===== src/rtl/tm1637_display_ctrl.sv =====
// TM1637 frame sequencer: sends the 7-byte command/data frame to an external byte driver.
// Optional macro TM1637_HEX_DECODE_EN: digit nibbles are decoded to 7-segment patterns.
module tm1637_display_ctrl #(
  parameter int REFRESH_CYCLES = 0
) (
  input  logic        clk,
  input  logic        rst,
  input  logic        update,
  input  logic [31:0] digits,
  input  logic [2:0]  brightness,
  input  logic        display_on,
  output logic        ready,
  output logic        done,
  output logic        data_latch,
  output logic [7:0]  data_byte,
  output logic        data_stop_bit,
  input  logic        drv_busy
);

  // state | meaning: IDLE wait | LOAD present byte | LATCH strobe | WAIT_HI/WAIT_LO driver
  // handshake | NEXT advance index | DONE completion pulse, or restart if a request is pending
  typedef enum logic [2:0] {IDLE, LOAD, LATCH, WAIT_HI, WAIT_LO, NEXT, DONE} state_t;

  state_t      state;
  logic [2:0]  idx;
  logic        pending;
  logic [31:0] snap_digits;
  logic [2:0]  snap_bright;
  logic        snap_on;
  logic [31:0] refresh_cnt;
  logic        refresh_hit;

  function automatic logic [7:0] seg_byte(input logic [7:0] d);
`ifdef TM1637_HEX_DECODE_EN
    logic [6:0] seg;
    case (d[3:0])
      4'h0: seg = 7'h3F;
      4'h1: seg = 7'h06;
      4'h2: seg = 7'h5B;
      4'h3: seg = 7'h4F;
      4'h4: seg = 7'h66;
      4'h5: seg = 7'h6D;
      4'h6: seg = 7'h7D;
      4'h7: seg = 7'h07;
      4'h8: seg = 7'h7F;
      4'h9: seg = 7'h6F;
      4'hA: seg = 7'h77;
      4'hB: seg = 7'h7C;
      4'hC: seg = 7'h39;
      4'hD: seg = 7'h5E;
      4'hE: seg = 7'h79;
      default: seg = 7'h71;
    endcase
    return {d[7], seg};
`else
    return d;
`endif
  endfunction

  // {byte, stop} for frame position i, built from the snapshot
  function automatic logic [8:0] frame_entry(input logic [2:0] i, input logic [31:0] d,
                                             input logic [2:0] br, input logic on);
    case (i)
      3'd0:    return {8'h40, 1'b1};
      3'd1:    return {8'hC0, 1'b0};
      3'd2:    return {seg_byte(d[7:0]), 1'b0};
      3'd3:    return {seg_byte(d[15:8]), 1'b0};
      3'd4:    return {seg_byte(d[23:16]), 1'b0};
      3'd5:    return {seg_byte(d[31:24]), 1'b1};
      default: return {4'b1000, on, br, 1'b1};
    endcase
  endfunction

  always_comb refresh_hit = (REFRESH_CYCLES > 0) && (refresh_cnt == 32'(REFRESH_CYCLES - 1));

  assign ready = (state == IDLE) && !pending;

  always_ff @(posedge clk) begin
    if (!rst) begin
      state         <= IDLE;
      idx           <= 3'd0;
      pending       <= 1'b0;
      refresh_cnt   <= 32'd0;
      snap_digits   <= 32'd0;
      snap_bright   <= 3'd0;
      snap_on       <= 1'b0;
      data_latch    <= 1'b0;
      data_byte     <= 8'h00;
      data_stop_bit <= 1'b0;
      done          <= 1'b0;
    end else begin
      data_latch <= 1'b0;
      done       <= 1'b0;
      if (update && state != IDLE && state != DONE)
        pending <= 1'b1;
      case (state)
        IDLE: begin
          if (update || refresh_hit) begin
            snap_digits <= digits;
            snap_bright <= brightness;
            snap_on     <= display_on;
            idx         <= 3'd0;
            refresh_cnt <= 32'd0;
            state       <= LOAD;
          end else if (REFRESH_CYCLES > 0) begin
            refresh_cnt <= refresh_cnt + 32'd1;
          end
        end
        LOAD: begin
          {data_byte, data_stop_bit} <= frame_entry(idx, snap_digits, snap_bright, snap_on);
          if (!drv_busy) begin
            data_latch <= 1'b1;
            state      <= LATCH;
          end
        end
        LATCH:   state <= WAIT_HI;
        WAIT_HI: if (drv_busy) state <= WAIT_LO;
        WAIT_LO: if (!drv_busy) state <= NEXT;
        NEXT: begin
          if (idx == 3'd6) begin
            done  <= 1'b1;
            state <= DONE;
          end else begin
            idx   <= idx + 3'd1;
            state <= LOAD;
          end
        end
        DONE: begin
          // a request landing in this very cycle counts as pending
          if (pending || update) begin
            snap_digits <= digits;
            snap_bright <= brightness;
            snap_on     <= display_on;
            pending     <= 1'b0;
            idx         <= 3'd0;
            refresh_cnt <= 32'd0;
            state       <= LOAD;
          end else begin
            state <= IDLE;
          end
        end
        default: state <= IDLE;
      endcase
    end
  end

endmodule


===== config.mk =====
export PLATFORM = sky130hd
export DESIGN_NAME = tm1637_display_ctrl
export DESIGN_NICKNAME = d
export VERILOG_FILES = /design/src/rtl/tm1637_display_ctrl.sv
export SDC_FILE = /design/constraint.sdc
export NUM_CORES = 1
export LEC_CHECK = 0
export BUFFER_PORTS_ARGS = -buffer_cell sky130_fd_sc_hd__buf_4
export CELL_PAD_IN_SITES_DETAIL_PLACEMENT = 1
export CELL_PAD_IN_SITES_GLOBAL_PLACEMENT = 2
export CORE_MARGIN = 10
export CORE_UTILIZATION = 31
export DETAILED_ROUTE_END_ITERATION = 8
export MAX_ROUTING_LAYER = met4
export PLACE_DENSITY_LB_ADDON = 0.1
export SLEW_MARGIN = 40
export SYNTH_ARGS = -nofsm -noshare
export SYNTH_HDL_FRONTEND = slang
export SYNTH_SLANG_ARGS = --single-unit

===== constraint.sdc =====
create_clock -name clk -period 2.05 [get_ports clk]
set_input_delay 0.41 -clock clk [delete_from_list [all_inputs] [get_ports clk]]
set_output_delay 0.41 -clock clk [all_outputs]
set_load 0.1 [all_outputs]

==> metrics.json <==
{
  "synth_top_area_share_pct": 44.2,
  "clkLatencyLatePin_ns": 0.30,
  "dieWidth_um": 109,
  "layout_setup_ws_ns": 0.185,
  "floorplan.die.height_um": 109,
  "preCtsSetupSlack_ns": 0.326,
  "gp_routability_congestion": 0.812,
  "cts-root-to-sink-buffers": 2,
  "pwr_density_cell_nw_per_um2": 766,
  "synth_seq_cells": 54,
  "cap_viol_max_count": 0,
  "holdCritStartpoint": "drv_busy",
  "post_drt_via_cell_ratio": 5.05,
  "clock-sinks": 54,
  "synth.yosys.warnings": 0,
  "synth-adder-area-share_pct": 2.56,
  "period_needed_ns": 1.87,
  "cts.htree.levels": 2,
  "syn_area_sq_um": 2450,
  "dr_total_vias": 2234,
  "most-common-layout-cells": "sky130_fd_sc_hd__buf_4, sky130_fd_sc_hd__dfxtp_1, sky130_fd_sc_hd__nand3_1",
  "slew_viol_final": 0,
  "unrepaired_setup_endpoints_after_global_routing": "false",
  "route.detailed.wl_per_inst_um": 16.2,
  "synthXorXnorAreaFrac_pct": 0.358,
  "mostFrequentLayoutCell": "sky130_fd_sc_hd__buf_4",
  "synthDistinctLibCells": 43,
  "r2r_end": "data_byte[2]",
  "path_buf_inv": 2,
  "share_of_final_layout_standard_cells_stronger_than_drive_strength_1_pct": 21.2,
  "worstHoldPathCells": 2,
  "worst-endpoint-arrival_ns": 1.46,
  "detail_route.iter0.violations": 122,
  "largest_cells_by_area_after_synthesis": "sky130_fd_sc_hd__dfxtp_1, sky130_fd_sc_hd__nand3_1, sky130_fd_sc_hd__o21ai_0, sky130_fd_sc_hd__nand2_1, sky130_fd_sc_hd__ha_1",
  "report.final.setup_viol": 0,
  "ir_drop_v": 0.000240,
  "critical_path_endpoint_category": "output port",
  "antenna_found_initial": 0,
  "synth-compound-area-share_pct": 22.9,
  "netlist_instances": 300,
  "top_level_pins": 52,
  "detailedPlacementHpwl_um": 5290,
  "fillers": 945,
  "cts_tree": "yes",
  "global_route.usage.total_pct": 12.4,
  "post_synth_mux_area_share_pct": 0.409,
  "ctsResizeCount": 0,
  "critical_path.max_stage_delay_ns": 0.40,
  "slew-limit-headroom_pct": 74.9,
  "result_of_the_run": "finished, final reports clean",
  "die-area_sq_um": 11800,
  "setup-tns-final_ns": 0,
  "ys_seq_area_share_pct": 44.2,
  "detail_route.drc_violations": 0,
  "worstRegToRegCells": 5,
  "drt_pre_antenna_iters": 4,
  "path_type_of_the_worst_min_delay_path": "in -> reg",
  "cts.reportedPaths.clkPinSlew_ns": 0.10,
  "layout.core_utilization_pct": 39.4,
  "reg_to_reg_slack_setup_ns": 0.31,
  "detail_route.wirelength_um": 7170,
  "cts.repair_timing.setup_buffer_count": 0,
  "tightestPinTransition_ns": 0.376,
  "rr_startpoint": "idx[0]",
  "dominant_combinational_cell_family_by_area_after_synthesis": "compound AO/OA/AOI/OAI gates",
  "sort_of_element_at_the_start_of_the_critical_path": "flip-flop",
  "design.final.nets": 384,
  "critPathTopFamily": "buffers and inverters",
  "max_freq_ghz": 0.536,
  "port_buffers": 51,
  "first_global_vias": 2244,
  "tritoncts.num_buffers": 5,
  "synth-simple-area-share_pct": 22.3,
  "min_to": "data_latch",
  "syn-num-nets": 345,
  "final_antenna_net_count": 0,
  "critical_path_cell_by_cell": "buf_4 > nor4_4 > buf_4",
  "initial_utilization_pct": 31.8,
  "critical_path_required_ns": 1.64,
  "gr-total-overflow": 0,
  "synth_top_cell_by_area": "sky130_fd_sc_hd__dfxtp_1",
  "fp-row-count": 32,
  "crit_top_cell": "sky130_fd_sc_hd__buf_4",
  "criticalPathCategory": "reg -> out",
  "finalCritPeriodShare_pct": 91.0,
  "syn2layout_area_growth_pct": 23.6,
  "design_power_total_uw": 2320,
  "timing_hold_violations_final": 0,
  "synth.avg_cell_area_sq_um": 8.16,
  "cp_slowest_cell": "sky130_fd_sc_hd__dfxtp_1",
  "crit_fanout": 9,
  "cts_hold_buffers_added": 0,
  "cts.root.buffer_cell": "sky130_fd_sc_hd__clkbuf_8",
  "static_power_due_to_leakage_uw": 0.00120,
  "timing.clock.skew_ns": 0.00502,
  "grt_start_max_net_pins": 71,
  "num_antenna_cells": 0,
  "grt_first_pass_wirelength_um": 11600,
  "core_area_sq_um": 7690,
  "timing.hold.ws_ns": 0.316
}
[flip-flops by register name (all words and copies together) (netlist names)]
signal / flops
snap_digits: 32
data_byte: 8
idx: 3
snap_bright: 3
state: 3
data_latch: 1
data_stop_bit: 1
done: 1
pending: 1
snap_on: 1
[layer usage]
metal	share of wire [%]	routed length, um	GRT usage (%)
met1	50	3610	16.5
met3	3.4	246	2.54
met5	0	0	-
met4	0.64	46	3.11
met2	46	3270	18.8
[report_power, final]
group	switching [uW]	internal [uW]
clock	342	366
sequential	58.6	1130
combinational	276	150
total	677	1640
[logic make-up (layout without fill, tap and decap cells)]
group	count (synthesis)	in the layout
buffers and inverters	34	74
adder cells (fa/ha/maj)	5	5
XOR/XNOR	1	1
AND/OR/NAND/NOR	116	116
multiplexers	1	1
flip-flops	54	54
AO/OA/AOI/OAI	89	89
[worst max-delay path by stage]
stage | slack [ns] | cells past startpoint | end | startpoint
final | 0.18 | 3 | ready | state[2]
after global routing | 0.07 | 3 | ready | state[2]
after CTS | 0.16 | 3 | ready | state[2]
after detailed placement | 0.33 | 5 | data_byte[2] | idx[0]
after global placement | 0.36 | 6 | snap_digits[4] | update
after floorplan | 0.04 | 2 | ready | state[1]
[worst register-to-register path, cell delays in order, from the launching register on]
cell                       delay (ns)
sky130_fd_sc_hd__dfxtp_1         0.40
sky130_fd_sc_hd__inv_1           0.10
sky130_fd_sc_hd__ha_1            0.34
sky130_fd_sc_hd__a2111o_1        0.43
sky130_fd_sc_hd__nand3_1         0.20
sky130_fd_sc_hd__o221ai_1        0.15
[Yosys cell counts (all sizes together)]
| library cell | count |
|---|---|
| a2111o | 1 |
| a211o | 1 |
| a21boi | 2 |
| a21o | 2 |
| a21oi | 12 |
| a221oi | 1 |
| a222oi | 1 |
| a22oi | 2 |
| a311oi | 4 |
| a31oi | 5 |
| a32o | 4 |
| a32oi | 1 |
| and3 | 8 |
| buf | 15 |
| clkbuf | 15 |
| dfxtp | 54 |
| ha | 5 |
| inv | 4 |
| mux2i | 1 |
| nand2 | 42 |
| nand2b | 1 |
| nand3 | 48 |
| nand4 | 1 |
| nor2 | 6 |
| nor2b | 2 |
| nor3 | 3 |
| nor3b | 2 |
| nor4 | 1 |
| o211ai | 1 |
| o21a | 3 |
| o21ai | 42 |
| o221a | 1 |
| o221ai | 4 |
| o22ai | 1 |
| o31a | 1 |
| or3 | 1 |
| or3b | 1 |
| xor2 | 1 |
[layout make-up]
class / count / area [sq um] / share of cell area [%]
sequential: 54 / 1080 / 35.7
tap: 102 / 128 / 4.22
timing repair buffer: 62 / 490 / 16.2
clock inverter: 1 / 30.0 / 0.993
multi-input combinational: 212 / 1200 / 39.8
inverter: 4 / 15.0 / 0.496
clock buffer: 7 / 76.3 / 2.52
[through the flow]
stage	instances	area [sq um]
final	442	3030
after global routing	442	3030
after CTS	442	3030
after detailed placement	434	2920
after global placement	434	2920
after floorplan	300	2460
(Power assumes the default switching activity.)
